===== config.mk =====
export PLATFORM = sky130hd
export DESIGN_NAME = dump_stage
export DESIGN_NICKNAME = d
export VERILOG_FILES = /design/src/rtl/dump_stage.sv
export SDC_FILE = /design/constraint.sdc
export NUM_CORES = 2
export LEC_CHECK = 0
export CORE_AREA = 2 2 565 567
export DETAILED_ROUTE_END_ITERATION = 12
export DIE_AREA = 0 0 567 569
export PLACE_DENSITY = 0.42
export SETUP_SLACK_MARGIN = 0.4
export SLEW_MARGIN = 20
export SYNTH_ARGS = -nofsm -noshare
export SYNTH_HDL_FRONTEND = slang
export SYNTH_SLANG_ARGS = --single-unit
export TNS_END_PERCENT = 100

===== constraint.sdc =====
create_clock -name clk -period 5.3 [get_ports clk]
set_clock_uncertainty 0.15 [all_clocks]
set_input_delay 1.59 -clock clk [delete_from_list [all_inputs] [get_ports clk]]
set_output_delay 1.59 -clock clk [all_outputs]
set_load 0.05 [all_outputs]

===== src/rtl/dump_stage.sv =====
// rtl/dump_stage.sv - keccak squeeze stage: serialises rate blocks into a W-bit stream
module dump_stage #(
   parameter int W    = 64,
   parameter int RATE = 1344
) (
   input  logic            clk,
   input  logic            rst,
   input  logic [RATE-1:0] output_buffer_in,
   input  logic            output_buffer_we,
   input  logic [31:0]     output_size,
   output logic            output_buffer_ready,
   input  logic            ready_i,
   output logic            valid_o,
   output logic [W-1:0]    data_out,
   output logic            last_o
);

   localparam int WPB = RATE / W;
   localparam int CW  = (WPB > 1) ? $clog2(WPB) : 1;
   localparam logic [31:0]   W32       = 32'(W);
   localparam logic [CW-1:0] LAST_WORD = CW'(WPB - 1);

   typedef enum logic {EMPTY, DRAIN} state_t;

   state_t          state;
   state_t          state_nxt;
   logic [RATE-1:0] shreg;
   logic [31:0]     remaining;
   logic [CW-1:0]   word_cnt;

   logic [31:0]     rem_load;
   logic [31:0]     step;
   logic            accept;
   logic            xfer;
   logic            is_last;
   logic            block_end;
   logic [W-1:0]    mask;

   // Handshake decode, next state and stream outputs; remaining==0 marks a message boundary
   always_comb begin
      rem_load  = (remaining == 32'd0) ? output_size : remaining;
      accept    = (state == EMPTY) && output_buffer_we;
      xfer      = (state == DRAIN) && ready_i;
      is_last   = (remaining <= W32);
      block_end = xfer && ((word_cnt == LAST_WORD) || is_last);
      step      = is_last ? remaining : W32;

      state_nxt = state;
      case (state)
         EMPTY:   if (accept && (rem_load != 32'd0)) state_nxt = DRAIN;
         DRAIN:   if (block_end) state_nxt = EMPTY;
         default: state_nxt = EMPTY;
      endcase

      for (int i = 0; i < W; i++) begin
         mask[i] = (32'(i) < remaining);
      end

      output_buffer_ready = (state == EMPTY);
      valid_o             = (state == DRAIN);
      last_o              = valid_o && is_last;
      data_out            = valid_o ? (shreg[W-1:0] & mask) : '0;
   end

   // State register
   always_ff @(posedge clk or negedge rst) begin
      if (!rst) begin
         state <= EMPTY;
      end else begin
         state <= state_nxt;
      end
   end

   // Block capture, word shift-out and remaining-length bookkeeping
   always_ff @(posedge clk or negedge rst) begin
      if (!rst) begin
         shreg     <= '0;
         remaining <= 32'd0;
         word_cnt  <= '0;
      end else if (accept) begin
         // a zero-length load leaves remaining at 0 so the block is simply dropped
         shreg     <= output_buffer_in;
         remaining <= rem_load;
         word_cnt  <= '0;
      end else if (xfer) begin
         shreg     <= shreg >> W;
         remaining <= remaining - step;
         word_cnt  <= word_cnt + CW'(1);
      end
   end

endmodule


# --- Word-level counts from Yosys, hierarchy flattened ---
# Cells that the tools add are included.
totals:
  regBits: 1382
  input_bits: 1380
  word_cells: 95
op_classes:
  addsub: 2
  n_lt_le_gt_ge: 65
  eq_ne: 1
  mux: 12
  bitwise: 2
  n_reduce_logical: 9
ops:
  columns: ["op", "count"]
  rows:
  - ["1344-bit 2-to-1 mux", 2]
  - ["6-bit by 32-bit less-than comparator with 1-bit output, first input constant", 32]
  - ["5-bit by 32-bit less-than comparator with 1-bit output, first input constant", 16]
  - ["4-bit by 32-bit less-than comparator with 1-bit output, first input constant", 8]
  - ["3-bit by 32-bit less-than comparator with 1-bit output, first input constant", 4]
  - ["32-bit 2-to-1 mux", 4]
  - ["64-bit AND", 1]
  - ["1-bit by 32-bit less-than comparator with 1-bit output, first input constant", 2]
  - ["2-bit by 32-bit less-than comparator with 1-bit output, first input constant", 2]
  - ["64-bit 2-to-1 mux", 1]
  - ["32-bit by 7-bit <= comparator with 1-bit output, second input constant", 1]
  - ["32-bit logical NOT", 1]
  - ["32-bit nonzero test", 1]
  - ["32-bit subtractor", 1]
  - ["5-bit 2-to-1 mux", 2]
  - ["5-bit by 1-bit adder with 5-bit output, second input constant", 1]
  - ["5-bit equality test, second input constant", 1]
  - ["1-bit logical AND", 5]
  - ["1-bit 2-to-1 mux", 2]
  - ["1-bit case mux with 2 select lines", 1]
  - ["2-bit nonzero test", 1]
  - ["1-bit logical OR", 1]
  - ["1-bit inverter", 1]

# --- Logic depth before layout (Yosys ltp) ---
depth:
  ltp_word: 6
  mapped_depth: 15
  mapped_depth_nobuf: 12

# --- Worst setup path before layout ---
# No wires, ideal clock.
synth_path:
  path_kind: "reg-to-output"
  startpoint: "register remaining[16]"
  endpoint: "output data_out[53]"
  arrival_time_ps: 2611
  setup_slack_ps: 949
  path_stages_with_launch: 8
  path_buffers: 2
  path_cell_list: "dfrtp_1 or4_4 or4_4 buf_6 nor2_4 nand2_1 clkbuf_1 o311a_1"
synth_between:
  elab_chain_cells: 3
synth_rtl:
  columns: ["element", "line_no", "rtl"]
  rows:
  - ["start: declaration", "28", "logic [31:0] remaining;"]
  - ["start signal: assignment", "83", "remaining <= rem_load;"]
  - ["start signal: assignment", "87", "remaining <= remaining - step;"]
  - ["6-bit by 32-bit less-than comparator with 1-bit output", "56", "mask[i] = (32'(i) < remaining);"]
  - ["64-bit AND", "62", "data_out = valid_o ? (shreg[W-1:0] & mask) : '0;"]
  - ["64-bit 2-to-1 mux", "62", null]
  - ["end: declaration", "14", "output logic [W-1:0] data_out,"]
# Every way passes these cells.

# --- Final worst setup path ---
layout_path:
  startpoint: "register remaining[17]"
  endpoint: "output data_out[53]"
# Same word-level chain as after synthesis.

==> results.cfg <==
[drt]
first_iter_violations = 5698
postRouteAntennaNets = 0
wl_per_cell_um = 27.30
vias_per_cell = 4.717
drcViolationCount = 0
wl_mm = 362.4
vias = 62630
dr.pass1.iters = 6

[floorplan]
ios = 1447
core_um2 = 316800
die_area_um2 = 322600
initial_core_util = 0.1971
fp.dieH_um = 569
rows = 207
die_w_um = 567

[clocking]
clock-sinks = 1382
h-tree-depth = 4
cts_tree = done
clockBufferDepth = 4
cts_buffers = 177
insertion_delay_ns = 0.84
cts_root_buffer = clkbuf_16
clk_pin_slew_ns = 0.06
hold_buffers = 0

[critical_path]
critical_path_class = flop to primary output
path_cells = or4_4, or4_4, nor2_4, buf_12, nand2_8, buf_8, buf_6, o311a_4, buf_8
critical_path.slowest_cell = or4_4
setup.worst_path.end_class = primary output
crit_required_ns = 3.56
r2r_slack_ns = 1.08
cp_slowest_stage_delay_ns = 0.54
cp_max_fo = 6
start_kind = flop
critPathArrivalTime_ns = 3.38

[timing]
tns_ns = 0
final_hold_viol_count = 0
fmax_mhz = 195.4
max_slew_margin = 0.3484
tightest_slew_ns = 0.9774
final_max_slew_viol_count = 0
period_minus_slack_ns = 5.117
finalSetupViolCount = 0
holdWs_ns = 0.3369
rsz0062_at_grt = yes
fin_crit_sh = 0.9654

[pwr]
p_int_w = 0.02668
switchingPower_w = 0.01672
total_power_w = 0.04340
vdd_drop_max_uv = 264.2
clkPwrFrac = 0.278
p_per_area_nw_per_um2 = 490.6
power.leakage_nw = 37.48
swShare = 0.3853
pwr-share-comb = 0.309
power.share.sequential = 0.413

[cells_and_area]
layout-drive-gt1-share = 0.07170
n_fill_cell = 34510
area_growth_pct = 41.73
final_util = 0.2793
nets = 10300

[synthesis]
yosysWarnings = 0
ys_types = 62
syn_avg_cell_area_um2 = 8.119
netlist_instances = 7689
seq_area_frac_synth = 0.5540
synth_edf_count = 0
synthesis.area_um2 = 62430
async_flop_share = 1.000
ys.flop_type = dfrtp_1
synth_nets = 9072
synth-seq-cells = 1382

[worst_hold_path]
hold_class = flop to flop

[grt]
grt_max_degree = 203
antenna_found_initial = 155
grt.overflow.total = 0
grt_pass1_vias = 62730
grt_usage = 0.2168
grt_pass1_wl_mm = 499.0

[place]
gp_congestion = 0.8817
portBuffers = 1446
place_hpwl_mm = 279.1

[run_status]
status = completed

[run]
drv_cap = 0
-- cell usage after synthesis (all sizes together) (6+ instances only) --
library cell / instances / area share
or3: 8 / 0.00084
nand4: 7 / 0.00070
o311a: 11 / 0.0018
nor2: 1326 / 0.080
and2: 7 / 0.00070
a311oi: 6 / 0.00084
and3: 17 / 0.0017
clkbuf: 567 / 0.034
or4: 6 / 0.00086
a211oi: 21 / 0.0025
dfrtp: 1382 / 0.55
inv: 8 / 0.00048
a21oi: 113 / 0.0091
nor4: 17 / 0.0024
buf: 53 / 0.0039
o21ai: 41 / 0.0033
nor2b: 6 / 0.00060
nor3: 21 / 0.0018
a31oi: 1284 / 0.13
nand3: 9 / 0.00072
nand2: 2736 / 0.16
-- sequential cells by signal (all words and copies together) (netlist names) --
| name | count |
|---|---|
| remaining | 32 |
| shreg | 1344 |
| valid_o | 1 |
| word_cnt | 5 |
-- cell usage in the layout, fill, tap and decap left out, types with 23 or more instances in the layout --
master and count:
o21ai_0 23, clkbuf_1 53, buf_6 53, clkdlybuf4s50_1 1380
buf_4 165, clkinv_2 30, nor2_1 1314, buf_12 53
clkbuf_8 34, nand2_1 2732, diode_2 45, a21oi_1 96
dfrtp_1 1378, clkbuf_16 180, a31oi_1 1284
-- worst paths after layout --
kind | depth (start not counted) | from | to
min in group asynchronous | 1 | rst | shreg[418]
setup reg to reg | 17 | remaining[17] | remaining[20]
hold reg to reg | 1 | remaining[9] | remaining[9]
setup / recovery | 9 | remaining[17] | data_out[53]
max in group asynchronous | 2 | rst | shreg[1043]
hold / removal | 1 | remaining[9] | remaining[9]
-- cell type report --
class,instances,area [µm²],share of cell area
sequential,1382,34590,0.3909
multi-input combinational,5679,25940,0.2932
timing repair buffer,1671,16960,0.1917
tap,4180,5230,0.05911
clock buffer,267,5171,0.05845
clock inverter,45,440.4,0.004978
antenna,45,112.6,0.001273
inverter,8,30.03,0.0003394
-- routing by layer --
layer  track usage  vias up  wire (µm)  part of all wire
met5             0        -        699            0.0019
li1              -    28300          -                 -
met1        0.2760    31420     153500              0.42
met3       0.04481      548      22050             0.061
met2        0.3682     2246     174500              0.48
met4       0.06296      110      11710             0.032
-- critical path, delay by kind of cell, from the launching register on --
kind | cells | cell delay (ns)
AOI/OAI and AO/OA | 1 | 0.37
buffers and inverters | 4 | 0.57
DFF | 1 | 0.37
and+or+nand+nor | 4 | 1.22
-- power by group through the flow --
stage | clock [W] | combinational (W) | sequential, W
after floorplan | 0 | 0.00795 | 0.0163
after global placement | 0 | 0.0129 | 0.0180
after detailed placement | 0 | 0.0131 | 0.0181
after CTS | 0.0124 | 0.0134 | 0.0180
after global routing | 0.0128 | 0.0147 | 0.0183
final | 0.0121 | 0.0134 | 0.0179
-- metrics by stage --
stage          std cells  cell area, µm²  setup WS, ns
6_report           13280           88470        0.1833
5_1_grt            13250           88420       0.04390
4_1_cts            13220           88010       0.08857
3_5_place_dp       12880           81620        0.3028
3_3_place_gp       12880           81620        0.3274
2_1_floorplan       7689           62430        0.9490
-- repair_timing --
action	in CTS	in global routing
resized for setup	234	88
pin swaps	18	8
gates cloned	2	0
setup endpoints to repair	65	61
setup buffers	33	10
-- cell families (layout without fill, tap and decap cells) --
| group | after synthesis | in the layout | share of synthesized area |
|---|---|---|---|
| simple gates | 4172 | 4172 | 0.2562 |
| compound gates | 1497 | 1497 | 0.1494 |
| flops | 1382 | 1382 | 0.5540 |
| buf+inv | 628 | 1991 | 0.03882 |
| mux | 4 | 4 | 0.0006414 |
| fa+ha+maj | 3 | 3 | 0.0006014 |
| xor+xnor | 2 | 2 | 0.0002807 |
| other cells | 1 | 46 | 0.00006007 |
Power figures use the tool's default switching activity.
